$ cat config.mk
export PLATFORM = sky130hd
export DESIGN_NAME = tgate_phase_sequencer_flat
export DESIGN_NICKNAME = d
export VERILOG_FILES = /design/src/rtl/tgate_phase_sequencer_if.sv /design/src/rtl/tgate_phase_sequencer.sv /design/src/flat_wrapper.sv
export SDC_FILE = /design/constraint.sdc
export NUM_CORES = 1
export LEC_CHECK = 0
export BUFFER_PORTS_ARGS = -buffer_cell sky130_fd_sc_hd__buf_2
export CAP_MARGIN = 20
export CORE_UTILIZATION = 40
export DETAILED_ROUTE_END_ITERATION = 7
export SLEW_MARGIN = 10
export SYNTH_ARGS = -nofsm -noshare
export SYNTH_HDL_FRONTEND = slang
export SYNTH_SLANG_ARGS = --single-unit
$ cat constraint.sdc
create_clock -name clk -period 6.7 [get_ports clk]
set_input_delay 2.01 -clock clk [delete_from_list [all_inputs] [get_ports clk]]
set_output_delay 2.01 -clock clk [all_outputs]
set_load 0.02 [all_outputs]
$ cat src/rtl/tgate_phase_sequencer_if.sv
// Control/status bundle between the digital sequencer and its requester.
// Carries the transfer handshake plus the pass-gate phase controls.
interface tgate_phase_sequencer_if #(
    parameter int WIDTH = 8
);
    logic             start;
    logic [WIDTH-1:0] din;
    logic             abort;
    logic             sdata;
    logic             phi1;
    logic             phi1_n;
    logic             phi2;
    logic             phi2_n;
    logic             busy;
    logic             done;
    logic [3:0]       bitcnt;

    modport master (
        output start, din, abort,
        input  sdata, phi1, phi1_n, phi2, phi2_n,
        input  busy, done, bitcnt
    );

    modport slave (
        input  start, din, abort,
        output sdata, phi1, phi1_n, phi2, phi2_n,
        output busy, done, bitcnt
    );
endinterface

$ cat src/rtl/tgate_phase_sequencer.sv
// Serializes a word LSB first onto a transmission-gate shift chain,
// driving two non-overlapping complementary gate phases per bit.
module tgate_phase_sequencer #(
    parameter int WIDTH = 8,
    parameter int HOLD  = 4,
    parameter int DEAD  = 2
) (
    input logic                     clk,
    input logic                     rst_n,
    tgate_phase_sequencer_if.slave  bus
);
    typedef enum logic [2:0] {IDLE, P1, D1, P2, D2} state_t;

    localparam logic [15:0] HLD = 16'(HOLD - 1);
    localparam logic [15:0] DED = 16'(DEAD - 1);
    localparam logic [3:0]  LAST = 4'(WIDTH - 1);

    state_t           state;
    logic [15:0]      cnt;
    logic [WIDTH-1:0] shadow;

    // Every gate output is a flop; phase counter reloads on each state change.
    always_ff @(posedge clk) begin
        if (!rst_n) begin
            state      <= IDLE;
            cnt        <= '0;
            shadow     <= '0;
            bus.phi1   <= 1'b0;
            bus.phi1_n <= 1'b1;
            bus.phi2   <= 1'b0;
            bus.phi2_n <= 1'b1;
            bus.sdata  <= 1'b0;
            bus.busy   <= 1'b0;
            bus.done   <= 1'b0;
            bus.bitcnt <= '0;
        end else begin
            bus.done <= 1'b0;
            if (state != IDLE && bus.abort) begin
                state      <= IDLE;
                cnt        <= '0;
                bus.phi1   <= 1'b0;
                bus.phi1_n <= 1'b1;
                bus.phi2   <= 1'b0;
                bus.phi2_n <= 1'b1;
                bus.sdata  <= 1'b0;
                bus.busy   <= 1'b0;
                bus.bitcnt <= '0;
            end else begin
                unique case (state)
                    IDLE: begin
                        if (bus.start) begin
                            state      <= P1;
                            cnt        <= HLD;
                            shadow     <= bus.din;
                            bus.sdata  <= bus.din[0];
                            bus.bitcnt <= '0;
                            bus.busy   <= 1'b1;
                            bus.phi1   <= 1'b1;
                            bus.phi1_n <= 1'b0;
                        end
                    end
                    P1: begin
                        if (cnt == '0) begin
                            state      <= D1;
                            cnt        <= DED;
                            bus.phi1   <= 1'b0;
                            bus.phi1_n <= 1'b1;
                        end else begin
                            cnt <= cnt - 16'd1;
                        end
                    end
                    D1: begin
                        if (cnt == '0) begin
                            state      <= P2;
                            cnt        <= HLD;
                            bus.phi2   <= 1'b1;
                            bus.phi2_n <= 1'b0;
                        end else begin
                            cnt <= cnt - 16'd1;
                        end
                    end
                    P2: begin
                        if (cnt == '0) begin
                            state      <= D2;
                            cnt        <= DED;
                            bus.phi2   <= 1'b0;
                            bus.phi2_n <= 1'b1;
                        end else begin
                            cnt <= cnt - 16'd1;
                        end
                    end
                    D2: begin
                        if (cnt != '0) begin
                            cnt <= cnt - 16'd1;
                        end else if (bus.bitcnt != LAST) begin
                            state      <= P1;
                            cnt        <= HLD;
                            shadow     <= shadow >> 1;
                            bus.sdata  <= shadow[1];
                            bus.bitcnt <= bus.bitcnt + 4'd1;
                            bus.phi1   <= 1'b1;
                            bus.phi1_n <= 1'b0;
                        end else begin
                            state      <= IDLE;
                            cnt        <= '0;
                            bus.sdata  <= 1'b0;
                            bus.bitcnt <= '0;
                            bus.busy   <= 1'b0;
                            bus.done   <= 1'b1;
                        end
                    end
                    default: state <= IDLE;
                endcase
            end
        end
    end
endmodule

$ cat src/flat_wrapper.sv
// flat-port wrapper written by rule: the top's interface ports become plain ports
module tgate_phase_sequencer_flat 
#(
    parameter int WIDTH = 8,
    parameter int HOLD  = 4,
    parameter int DEAD  = 2
)
  (clk, rst_n, bus_start, bus_din, bus_abort, bus_sdata, bus_phi1, bus_phi1_n, bus_phi2, bus_phi2_n, bus_busy, bus_done, bus_bitcnt);
  tgate_phase_sequencer_if #(.WIDTH(WIDTH)) bus_i ();
  input logic clk;
  input logic rst_n;
  input wire logic [$bits(bus_i.start)-1:0] bus_start;
  input wire logic [$bits(bus_i.din)-1:0] bus_din;
  input wire logic [$bits(bus_i.abort)-1:0] bus_abort;
  output wire logic [$bits(bus_i.sdata)-1:0] bus_sdata;
  output wire logic [$bits(bus_i.phi1)-1:0] bus_phi1;
  output wire logic [$bits(bus_i.phi1_n)-1:0] bus_phi1_n;
  output wire logic [$bits(bus_i.phi2)-1:0] bus_phi2;
  output wire logic [$bits(bus_i.phi2_n)-1:0] bus_phi2_n;
  output wire logic [$bits(bus_i.busy)-1:0] bus_busy;
  output wire logic [$bits(bus_i.done)-1:0] bus_done;
  output wire logic [$bits(bus_i.bitcnt)-1:0] bus_bitcnt;
  assign bus_i.start = bus_start;
  assign bus_i.din = bus_din;
  assign bus_i.abort = bus_abort;
  assign bus_sdata = bus_i.sdata;
  assign bus_phi1 = bus_i.phi1;
  assign bus_phi1_n = bus_i.phi1_n;
  assign bus_phi2 = bus_i.phi2;
  assign bus_phi2_n = bus_i.phi2_n;
  assign bus_busy = bus_i.busy;
  assign bus_done = bus_i.done;
  assign bus_bitcnt = bus_i.bitcnt;
  tgate_phase_sequencer #(.WIDTH(WIDTH), .HOLD(HOLD), .DEAD(DEAD)) u_core (.clk(clk), .rst_n(rst_n), .bus(bus_i));
endmodule
# ---- Word-level counts from Yosys, hierarchy flattened
# Cells that the tools add are included.
dict set report word_totals {
  ff_bits 38
  out_inout_bits 11
}
dict set report classes {
  add_sub_neg 2
  n_eq_ne 12
  mux 41
  bitwise 3
  reduce_logical 19
}
# op n
set op_table {}
lappend op_table {{16-bit two-way mux} 4}
lappend op_table {{16-bit case mux with 4 select lines} 1}
lappend op_table {{8-bit two-way mux} 3}
lappend op_table {{16-bit zero test} 1}
lappend op_table {{8-bit case mux with 2 select lines} 1}
lappend op_table {{16-bit nonzero test} 1}
lappend op_table {{16-bit by 1-bit subtractor with 16-bit output, second input constant} 1}
lappend op_table {{1-bit two-way mux} 15}
lappend op_table {{3-bit two-way mux} 5}
lappend op_table {{3-bit case mux with 5 select lines} 1}
lappend op_table {{5-bit AND reduction} 3}
lappend op_table {{4-bit two-way mux} 3}
lappend op_table {{2-bit by 1-bit != test with 1-bit output, second input constant} 4}
lappend op_table {{1-bit case mux with 2 select lines} 4}
lappend op_table {{4-bit case mux with 2 select lines} 1}
lappend op_table {{3-bit by 2-bit == test with 1-bit output, second input constant} 2}
lappend op_table {{2-bit != test, second input constant} 3}
lappend op_table {{1-bit case mux with 3 select lines} 2}
lappend op_table {{3-bit AND reduction} 2}
lappend op_table {{3-bit nonzero test} 2}
lappend op_table {{4-bit by 1-bit adder with 4-bit output, second input constant} 1}
lappend op_table {{4-bit by 3-bit != test with 1-bit output, second input constant} 1}
lappend op_table {{4-bit AND reduction} 1}
lappend op_table {{2-bit nonzero test} 2}
lappend op_table {{other kinds (10)} 13}

# ---- Logic depth before layout (Yosys ltp)
# Gate-level depths: netlist of the first run.
dict set report depth {
  depth_word 4
  ltp_mapped 7
}

# ---- Worst setup path before layout of the first run
# No wires, ideal clock.
dict set report synth_timing {
  path_type {input to register}
  from {input port bus_start}
  to {register u_core.cnt[8]}
  setup_ns 0.131
  t_arrival_ns 3.064
  required_time_ns 6.569
  slack_ns 3.504
  path_stages 5
  path_cell_list {or4_1 nand3_1 clkbuf_1 or3_1 a21oi_1}
}
dict set report synth_via {
  elab_chain_len 2
}
# item line
set synth_rtl {}
lappend synth_rtl {{start, declared} flat_wrapper.sv:12} ;# input wire logic [$bits(bus_i.start)-1:0] bus_start;
lappend synth_rtl {{2-bit != test (no source line)} n/a}
lappend synth_rtl {{2-bit AND reduction (no source line)} n/a}
lappend synth_rtl {{end signal, assigned} tgate_phase_sequencer.sv:69} ;# cnt <= cnt - 16'd1;
lappend synth_rtl {{end signal, assigned} tgate_phase_sequencer.sv:79} ;# cnt <= cnt - 16'd1;
lappend synth_rtl {{end signal, assigned} tgate_phase_sequencer.sv:89} ;# cnt <= cnt - 16'd1;
lappend synth_rtl {{end, declared} tgate_phase_sequencer.sv:19} ;# logic [15:0] cnt;
# No other way between the ends.
# A chain may end at the register's enable or synchronous reset.

# ---- Worst setup path in the final report of the first run
dict set report layout_timing {
  from {input port bus_start}
  to {register u_core.cnt[14]}
}
# Same word-level chain as after synthesis.

==> Implementation_results.wiki, run 1 <==
{| class="wikitable"
! Metric !! Value
|-
| Final Worst Setup Slack || 3.55 ns
|-
| Depth of the worst register-to-register path || 6
|-
| Flip-flop and latch count after synthesis || 37
|-
| First-pass iteration count of the detailed router || 4
|-
| Startpoint of the worst setup timing path || bus_start
|-
| Unique masters post-synth || 46
|-
| Effective utilization at floorplan || 42.7%
|-
| Via count of the first global-routing pass || roughly 1,600
|-
| Half-perimeter wire length after detailed placement || ~2700 µm
|-
| Source of the worst register-to-register timing path || u_core.cnt[0]$_SDFFE_PP0P_
|-
| Width of the chip || 71.1 µm
|-
| Post-route minimum period || 3.15 ns
|-
| Sum of internal, switching and leakage power || ~1.1 mW
|-
| Met2 track demand over resource || 28.5%
|-
| Endpoint of the worst register-to-register path || u_core.cnt[2]$_SDFFE_PP0P_
|-
| Setup repair after global routing missed its margin || no
|-
| Register clock-pin slew on the reported worst setup and hold paths || 0.07 ns
|-
| Primary flip-flop cell chosen by synthesis mapping || dfxtp_1
|-
| Core area || about 4500 µm²
|-
| Summed negative setup slack over all endpoints || 0 ns
|-
| Die Outline Area || slightly above 5000 µm²
|-
| Area added between synthesis and finish || 10.6%
|-
| Wire length reported by the detailed router || ~4000 µm
|-
| Number of top-level pins || 23
|-
| Most common cell in the synthesized netlist || dfxtp_1
|-
| Gate count after technology mapping || 222
|-
| Class of the worst hold path || flop to flop
|-
| Number of gates given a new drive strength after cts || 0
|-
| Hold Path Stages || 2
|-
| Remaining routing DRC violations || 0
|-
| Worst slack at placement || 3.25 ns
|-
| Routability cong. || between 0.7 and 0.8
|-
| Slew Limit Fails || 0
|-
| Post-layout net count || between 200 and 300
|-
| R2R setup slack || 3.90 ns
|-
| Outcome || complete, no violations
|-
| Clock skew || between 0.004 and 0.005 ns
|-
| Share of flip-flops with an asynchronous set or reset || 0%
|-
| Most frequent cells after synthesis || dfxtp_1, nand2_1, a21oi_1
|-
| Capture point of the critical path || u_core.cnt[14]$_SDFFE_PP0P_
|-
| Pin count of the biggest net entering global routing || 17
|-
| # rows || 24
|-
| Clock tree root buffer cell || clkbuf_8
|-
| Number of max-cap violations || 0
|-
| Final standard cell count with taps included and fillers excluded || 289
|-
| CP Capture Type || flop
|-
| Data arrival time of the critical path || roughly 3.4 ns
|-
| Clock Sinks || 37
|-
| Final period util || between 40% and 50%
|-
| Overall die height || 71.1 µm
|-
| Gr ovfl total || 0
|-
| Maximum clock frequency || 0.318 GHz
|-
| GR Util met3 || 3.85%
|-
| Number of warnings printed during yosys synthesis || 0
|-
| Initial antenna violation count || 0
|-
| Critical path required time || between 6 and 7 ns
|-
| Post-DR vias/cell || 5.65
|-
| Peak supply drop || 0.201 mV
|-
| Post-DRT Antenna Nets || 0
|-
| Num CTS Buffers || 5
|-
| Antenna diode instance count || 0
|-
| Tot GR Track Use || between 15 and 20%
|-
| Total nets after synthesis || between 200 and 250
|-
| Global-route wire length before repair || 6860 µm
|-
| Number of hold buffers added after CTS || 0
|-
| Total power divided by cell area || 527 nW/µm²
|-
| Number of vias in the routed layout || 1,634
|-
| H-tree depth || 2
|-
| Filler instances || 440
|-
| TritonCTS clock tree || done
|-
| Number of port buffers || 22
|-
| Tightest Pin Transition || 0.997 ns
|-
| Sequential area share after synthesis || 38.7%
|-
| Relative slew slack || approximately a third
|-
| Routed WL per cell || ~14 µm
|-
| Layout cell share with drive strength beyond 1 || 17.7%
|-
| Area share of the leading cell type in the synthesized netlist || 38.7%
|-
| Type of origin of the critical path || input pin
|-
| Cell type with the highest aggregate area in the netlist || dfxtp_1
|-
| Met1 track demand over resource in global routing || a little over a fifth
|-
| Final hold violations || 0
|-
| Synthesized area per cell || 8.61 µm²
|-
| Number of endpoints failing setup at the final stage || 0
|-
| Post-synthesis instance area || between 1500 and 2000 µm²
|-
| Number of enable-type register cells in the synthesized netlist || 0
|-
| Type of the worst setup path || input pin to flop
|-
| Clock Tree Buf Depth || 2
|-
| Crit Path Max Fanout || 13
|-
| DRT iter0 DRCs || 52
|-
| Leakage power figure || 0.845 nW
|-
| Cell Count Post-Placement || 282
|-
| # Post-CTS Setup Buffers || 0
|-
| Cell types with the largest area share after synthesis || dfxtp_1, or4_1, a21oi_1
|-
| Highest-utilization routing layer at the global route stage || met2
|-
| Later-pin clock latency in the skew report || 0.29 ns
|}
[worst min path at each step]
stage | endpoint | slack (ns) | from
finish | u_core.shadow[4]$_SDFFE_PN0P_ | 0.46 | u_core.shadow[4]$_SDFFE_PN0P_
global route | u_core.shadow[6]$_SDFFE_PN0P_ | 0.48 | u_core.shadow[6]$_SDFFE_PN0P_
CTS | u_core.shadow[3]$_SDFFE_PN0P_ | 0.47 | u_core.shadow[3]$_SDFFE_PN0P_
detailed placement | u_core.bus.sdata$_SDFFE_PP0P_ | 0.45 | u_core.bus.sdata$_SDFFE_PP0P_
global placement | u_core.bus.sdata$_SDFFE_PP0P_ | 0.45 | u_core.bus.sdata$_SDFFE_PP0P_
floorplan | u_core.shadow[2]$_SDFFE_PN0P_ | 0.43 | u_core.shadow[2]$_SDFFE_PN0P_
[placed cells by master (no fill, tap or decap), types with 3 or more instances in the layout]
master / instances
a21oi_1: 19
buf_2: 22
clkbuf_8: 6
dfxtp_1: 37
inv_1: 7
mux2_2: 6
mux2i_1: 8
nand2_1: 20
nand2b_1: 3
nand3_1: 7
nor2_1: 6
nor2b_1: 3
nor3_1: 6
nor4_1: 3
o21a_1: 4
o21ai_0: 12
o31ai_1: 9
or2_2: 3
or3_1: 9
or4_1: 13
[sequential cells by signal, summed over array words and instances, names as in the netlist]
signal	count
u_core.bus.phi2	1
u_core.state	3
u_core.bus.bitcnt	4
u_core.shadow	7
u_core.bus.busy	1
u_core.bus.sdata	1
u_core.bus.phi1	1
u_core.bus.done	1
u_core.bus.phi1_n	1
u_core.bus.phi2_n	1
u_core.cnt	16
[power by group]
group	switching [mW]	internal, mW	leakage [nW]
clock network	0.0753	0.0816	0.0443
logic	0.372	0.228	0.499
registers	0.0680	0.290	0.302
total	0.515	0.599	0.845
[layer usage]
metal | wire length, µm | vias to the layer above
met1 | 1980 | 749
met3 | 94 | 8
met5 | 0 | -
met2 | 1760 | 19
met4 | 63 | 0
li1 | - | 858
[layout make-up]
cell class	count	area (µm²)	share of cell area (%)
Inverter	7	26.3	1.24
Tap cell	52	65.1	3.08
Timing Repair Buffer	23	118	5.56
Multi-Input combinational cell	163	1080	51.0
Sequential cell	37	741	35.0
Clock buffer	7	86.3	4.08
[worst max-delay path, cell delays in order]
cell	delay, ns
buf_2	0.12
or4_1	0.17
nand3_1	0.32
or4_1	0.61
a21oi_1	0.14
[metrics by stage]
step                util, %  hold slack, ns  cell area (µm²)
floorplan                 -           0.435             1910
global placement       45.3           0.447             2030
detailed placement     45.3           0.452             2030
CTS                    47.3           0.465             2110
global route           47.3           0.483             2110
finish                 47.3           0.459             2110
[cells by family (layout without fill, tap and decap cells)]
family,after synthesis,after routing,synth area share [%]
multiplexers,14,14,7.72
XOR/XNOR,3,3,1.37
flip-flops,37,37,38.7
AO/OA/AOI/OAI,62,62,21.4
AND/OR/NAND/NOR,82,82,24.3
buffers and inverters,22,37,5.11
adder cells (fa/ha/maj),2,2,1.31
(Power assumes the default switching activity.)
==> inputs of run 2 (changes only) <==
==> constraint.sdc (replaced) <==
create_clock -name clk -period 2.9 [get_ports clk]
set_input_delay 0.87 -clock clk [delete_from_list [all_inputs] [get_ports clk]]
set_output_delay 0.87 -clock clk [all_outputs]
set_load 0.02 [all_outputs]
==> run 2 against run 1 <==
Effect of this change:
- flip-flop and latch count did not move
- critical endpoint is now u_core.shadow[7]$_SDFFE_PN0P_
- largest cell class unchanged
- hold slack gained 0.0024 ns
- largest power group unchanged
- first-iteration DRC count grew 92%
- design area increased by 0.83%
- sequential power up 120%
- critical path depth up 1
- setup slack got worse by 3.4 ns
- sequential share of layout area down 0.29 points
==> Implementation_results.wiki, run 2 (synthesized netlist as in run 1, its figures left out) <==
{| class="wikitable"
! Metric !! Value
|-
| Number of gates given a new drive strength after cts || 0
|-
| Type of the worst setup path || flop to flop
|-
| Num CTS Buffers || 5
|-
| Number of hold buffers added after CTS || 0
|-
| Wire length reported by the detailed router || 3950 µm
|-
| Summed negative setup slack over all endpoints || 0 ns
|-
| Clock tree root buffer cell || clkbuf_8
|-
| Post-DRT Antenna Nets || 0
|-
| First-pass iteration count of the detailed router || 4
|-
| Post-layout net count || 255
|-
| Number of top-level pins || 23
|-
| Peak supply drop || 0.477 mV
|-
| Outcome || complete, no violations
|-
| Clock Sinks || 37
|-
| Type of origin of the critical path || flop
|-
| Worst hold slack after final layout || 0.461 ns
|-
| R2R setup slack || 0.19 ns
|-
| Later-pin clock latency in the skew report || 0.29 ns
|-
| Highest-utilization routing layer at the global route stage || met2
|-
| Met1 track demand over resource in global routing || 21.7%
|-
| Tot GR Track Use || 17.1%
|-
| Gr ovfl total || 0
|-
| Number of endpoints failing setup at the final stage || 0
|-
| Half-perimeter wire length after detailed placement || about 2700 µm
|-
| DRT iter0 DRCs || 100
|-
| Via count of the first global-routing pass || 1,503
|-
| Final standard cell utilization of the core || a little under half
|-
| Register clock-pin slew on the reported worst setup and hold paths || approximately 0.070 ns
|-
| Width of the chip || 71.1 µm
|-
| Clock skew || 0.00489 ns
|-
| Crit Path Max Fanout || 15
|-
| Maximum clock frequency || 0.369 GHz
|-
| Number of port buffers || 22
|-
| Total power divided by cell area || 1200 nW/µm²
|-
| Number of vias in the routed layout || 1,679
|-
| Pin count of the biggest net entering global routing || 17
|-
| H-tree depth || 2
|-
| Largest register FFs || 16
|-
| Global-route wire length before repair || 6810 µm
|-
| Slew Limit Fails || 0
|-
| Leakage power figure || 0.861 nW
|-
| Routability cong. || 0.764
|-
| Area added between synthesis and finish || 11.5%
|-
| Post-DR vias/cell || 5.75
|-
| Most frequent standard cell in the layout excluding fill and tap cells || dfxtp_1
|-
| Commonest non-fill, non-tap cells in the layout || dfxtp_1, buf_2, nand2_1, a21oi_1, or4_1
|-
| Effective utilization at floorplan || 42.7%
|-
| Final hold violations || 0
|-
| Antenna diode instance count || 0
|-
| Class of the worst hold path || flop to flop
|-
| Tightest Pin Transition || 0.782 ns
|-
| Final period util || 93.4%
|-
| Routed WL per cell || between 10 and 15 µm
|-
| Number of max-cap violations || 0
|-
| Relative slew slack || a little under half
|-
| Remaining routing DRC violations || 0
|-
| Overall die height || 71.1 µm
|-
| Post-route minimum period || approximately 2.7 ns
|-
| Met2 track demand over resource || 27.8%
|-
| Layout cell share with drive strength beyond 1 || 19.2%
|-
| Die Outline Area || roughly 5100 µm²
|-
| TritonCTS clock tree || done
|-
| Initial antenna violation count || 0
|-
| GR Util met3 || 5.56%
|-
| Setup repair after global routing missed its margin || no
|-
| Critical path required time || 3.09 ns
|-
| Data arrival time of the critical path || 2.90 ns
|-
| Top flop regs || u_core.cnt (16), u_core.shadow (7), u_core.bus.bitcnt (4)
|-
| CP Capture Type || flop
|-
| # rows || 24
|-
| Register with the most flip-flops || u_core.cnt
|-
| # Post-CTS Setup Buffers || 0
|-
| Clock Tree Buf Depth || 2
|-
| Core area || 4470 µm²
|}
==> run 2: cell count changes in the layout (fill, tap and decap cells not counted) <==
cell      change
clkbuf_8      -1
clkbuf_1      -1
buf_4         +4
clkinv_2      +1
==> run 2: metal layers <==
layer,part of all wire (%),wire [µm]
met2,47,1860
met4,1.3,50
met3,3.1,123
met5,0,0
met1,49,1920
==> run 2: final cells by class <==
cell class	instances	area, µm²
fillers	428	2340
multi-input cells	163	1080
flip-flops and latches	37	741
repair buffers	27	148
clock buffers	5	68.8
well taps	52	65.1
inverters	7	26.3
clock inverters	1	5.00
==> run 2: metrics by stage <==
step / setup slack [ns] / std cells / power [mW] / area, µm²
2_1_floorplan: 0.437 / 222 / 1.97 / 1910
3_3_place_gp: 0.241 / 286 / 2.22 / 2060
3_5_place_dp: 0.199 / 286 / 2.23 / 2060
4_1_cts: 0.191 / 292 / 2.58 / 2130
5_1_grt: 0.0827 / 292 / 2.80 / 2130
6_report: 0.191 / 292 / 2.56 / 2130
==> run 2: worst max-delay path, stage by stage (launching register included) <==
cell	delay [ns]
dfxtp_1	0.35
inv_1	0.10
ha_1	0.16
or4b_2	0.64
or4_4	0.63
o31a_1	0.46
a31o_1	0.27
==> run 2: final timing paths <==
| kind | depth (start not counted) | from | endpoint |
|---|---|---|---|
| max reg2reg | 6 | u_core.cnt[0]$_SDFFE_PP0P_ | u_core.shadow[7]$_SDFFE_PN0P_ |
| min | 2 | u_core.shadow[2]$_SDFFE_PN0P_ | u_core.shadow[2]$_SDFFE_PN0P_ |
| min reg2reg | 2 | u_core.shadow[2]$_SDFFE_PN0P_ | u_core.shadow[2]$_SDFFE_PN0P_ |
| max | 6 | u_core.cnt[0]$_SDFFE_PP0P_ | u_core.shadow[7]$_SDFFE_PN0P_ |
==> run 2: power breakdown <==
part           internal [mW]  switching (mW)  leakage, nW
sequential             0.669           0.119        0.302
combinational          0.549           0.891        0.519
clock                  0.158           0.174       0.0399
==> inputs of run 3 (changes only) <==
--- a/config.mk
+++ b/config.mk
@@ -7,6 +7,7 @@
 export LEC_CHECK = 0
 export BUFFER_PORTS_ARGS = -buffer_cell sky130_fd_sc_hd__buf_2
 export CAP_MARGIN = 20
+export CORE_MARGIN = 10
 export CORE_UTILIZATION = 40
 export DETAILED_ROUTE_END_ITERATION = 7
 export SLEW_MARGIN = 10
==> run 3 against run 2 <==
Effect of this change:
- sequential share of layout area decreased by 0.061 points
- die area increased by 57%
- hold slack got worse by 0.0023 ns
- setup slack got worse by 0.021 ns
- sequential power increased by 2.7%
- total power increased by 1.4%
- critical path depth unchanged
- routed wire length increased by 7.1%
- clock power increased by 5%
- register-to-register slack got worse by 0.02 ns
- flip-flop and latch count unchanged
- critical path type unchanged
- largest power group unchanged
==> Implementation_results.wiki, run 3 (synthesized netlist as in run 1, its figures left out) <==
{| class="wikitable"
! Metric !! Value
|-
| Outcome || complete, no violations
|-
| Post-DR vias/cell || roughly 5.6
|-
| Peak supply drop || about 0.65 mV
|-
| Highest-utilization routing layer at the global route stage || met2
|-
| Slew Limit Fails || 0
|-
| Remaining routing DRC violations || 0
|-
| Half-perimeter wire length after detailed placement || 2870 µm
|-
| Number of max-cap violations || 0
|-
| Sequential fraction of design power || 31.2%
|-
| Layout cell share with drive strength beyond 1 || a little under a fifth
|-
| Later-pin clock latency in the skew report || 0.29 ns
|-
| CP Capture Type || flop
|-
| Final standard cell area without fillers || 2140 µm²
|-
| H-tree depth || 2
|-
| Area used by multi-input combinational logic || ~1100 µm²
|-
| Total power divided by cell area || 1220 nW/µm²
|-
| Gr ovfl total || 0
|-
| Hold Path Stages || 1
|-
| Number of vias in the routed layout || 1,656
|-
| Top flop regs || u_core.cnt (16), u_core.shadow (7), u_core.bus.bitcnt (4)
|-
| Internal power || 1.38 mW
|-
| Number of endpoints failing setup at the final stage || 0
|-
| Routability cong. || 0.762
|-
| TritonCTS clock tree || done
|-
| Tot GR Track Use || roughly an eighth
|-
| End point of the worst hold path || u_core.bus.phi2$_SDFFE_PP0P_
|-
| Leakage power figure || 0.861 nW
|-
| Clock tree root buffer cell || clkbuf_8
|-
| Depth of the worst register-to-register path || 6
|-
| Maximum clock frequency || 0.366 GHz
|-
| Source of the worst register-to-register timing path || u_core.cnt[0]$_SDFFE_PP0P_
|-
| Post-route minimum period || 2.73 ns
|-
| Startpoint of the tightest hold check path || u_core.bus.phi2$_SDFFE_PP0P_
|-
| Switching Fraction || 47.0%
|-
| Tightest Pin Transition || 0.797 ns
|-
| Type of origin of the critical path || flop
|-
| Most frequent standard cell in the layout excluding fill and tap cells || dfxtp_1
|-
| Critical path required time || 3.09 ns
|-
| Number of gates given a new drive strength after cts || 0
|-
| Area added between synthesis and finish || 11.7%
|-
| First-pass iteration count of the detailed router || 4
|-
| Clock skew || about 0.0065 ns
|-
| Register with the most flip-flops || u_core.cnt
|-
| Register clock-pin slew on the reported worst setup and hold paths || around 0.070 ns
|-
| Initial antenna violation count || 0
|-
| Largest register FFs || 16
|-
| Endpoint of the worst register-to-register path || u_core.shadow[7]$_SDFFE_PN0P_
|-
| Setup repair after global routing missed its margin || no
|-
| Class of the worst hold path || flop to flop
|-
| Commonest non-fill, non-tap cells in the layout || dfxtp_1, buf_2, nand2_1, a21oi_1, or4_1
|-
| DRT iter0 DRCs || 55
|-
| Antenna diode instance count || 0
|-
| Post-layout net count || around 250
|-
| Summed negative setup slack over all endpoints || 0 ns
|-
| Number of port buffers || 22
|-
| Crit Path Max Fanout || 15
|-
| Data arrival time of the critical path || 2.92 ns
|-
| Met1 track demand over resource in global routing || 15.1%
|-
| Core area || roughly 4700 µm²
|-
| Final standard cell count with taps included and fillers excluded || 295
|-
| Clock Sinks || 37
|-
| R2R setup slack || 0.17 ns
|-
| Cell Count Post-Placement || 287
|-
| Final hold violations || 0
|-
| Placed Instance Area || 2050 µm²
|-
| # Post-CTS Setup Buffers || 0
|-
| Effective utilization at floorplan || 40.7%
|-
| Number of hold buffers added after CTS || 0
|-
| Clock Tree Buf Depth || 2
|-
| Overall die height || just under 90 µm
|-
| Met2 track demand over resource || a little under a fifth
|-
| Post-DRT Antenna Nets || 0
|-
| GR Util met3 || ~3.5%
|-
| Reported net switching power || 1.22 mW
|-
| Final period util || between 90 and 100%
|-
| Via count of the first global-routing pass || 1,649
|-
| Type of the worst setup path || flop to flop
|-
| Width of the chip || 89.1 µm
|-
| Global-route wire length before repair || roughly 7600 µm
|-
| Part of the total power dissipated in the clock network || 13.4%
|-
| Relative slew slack || 46.5%
|-
| Area taken by flip-flops and latches || 741 µm²
|-
| Die Outline Area || approximately 7900 µm²
|-
| Filler instances || roughly 500
|-
| Worst hold slack after final layout || approximately 0.46 ns
|-
| Share of power burned in combinational logic || 55.4%
|-
| Pin count of the biggest net entering global routing || 17
|-
| Routed WL per cell || 14.3 µm
|-
| Wire length reported by the detailed router || 4230 µm
|-
| Num CTS Buffers || 5
|-
| Number of top-level pins || 23
|-
| # rows || 25
|}
## run 3: cell count changes in the layout (fill, tap and decap cells not counted), sizes merged
cell / previous run / this run
clkbuf: 5 / 6
buf: 27 / 26
clkinv: 1 / 2
## run 3: how the worst max path moves through the flow
stage,from,end,slack (ns),depth (start not counted)
after floorplan,u_core.cnt[0]$_SDFFE_PP0P_,u_core.shadow[7]$_SDFFE_PN0P_,0.44,7
after global placement,u_core.cnt[0]$_SDFFE_PP0P_,u_core.shadow[7]$_SDFFE_PN0P_,0.23,6
after detailed placement,u_core.cnt[0]$_SDFFE_PP0P_,u_core.shadow[7]$_SDFFE_PN0P_,0.19,6
after CTS,u_core.cnt[0]$_SDFFE_PP0P_,u_core.shadow[7]$_SDFFE_PN0P_,0.17,6
after global routing,u_core.cnt[0]$_SDFFE_PP0P_,u_core.shadow[7]$_SDFFE_PN0P_,0.06,6
final,u_core.cnt[0]$_SDFFE_PP0P_,u_core.shadow[7]$_SDFFE_PN0P_,0.17,6
## run 3: layout make-up
class / instances / share of cell area (%)
multi-input combinational: 163 / 50.5
sequential: 37 / 34.7
timing repair buffer: 26 / 6.56
clock buffer: 6 / 3.40
tap: 54 / 3.16
inverter: 7 / 1.23
clock inverter: 2 / 0.469
## run 3: per-layer routing
| metal | up-vias | part of all wire [%] |
|---|---|---|
| met4 | 0 | 1.2 |
| met3 | 5 | 2.4 |
| li1 | 871 | - |
| met1 | 763 | 51 |
| met5 | - | 0 |
| met2 | 17 | 46 |
## run 3: stage by stage
step | total power, mW | util (%) | setup WS, ns
2_1_floorplan | 1.97 | - | 0.437
3_3_place_gp | 2.22 | 43.8 | 0.233
3_5_place_dp | 2.23 | 43.8 | 0.192
4_1_cts | 2.60 | 45.5 | 0.175
5_1_grt | 2.85 | 45.5 | 0.0579
6_report | 2.60 | 45.5 | 0.170
## run 3: power groups by stage
stage | Sequential [mW] | Combinational (mW) | Clock (mW)
3_3_place_gp | 0.814 | 1.41 | 0
6_report | 0.810 | 1.44 | 0.347
2_1_floorplan | 0.802 | 1.16 | 0
4_1_cts | 0.807 | 1.43 | 0.363
5_1_grt | 0.837 | 1.63 | 0.387
3_5_place_dp | 0.818 | 1.41 | 0
## run 3: worst max-delay path: stages (launching register included)
cell     delay, ns
dfxtp_1       0.35
inv_1         0.10
ha_1          0.17
or4b_2        0.65
or4_4         0.63
o31a_1        0.46
a31o_1        0.27
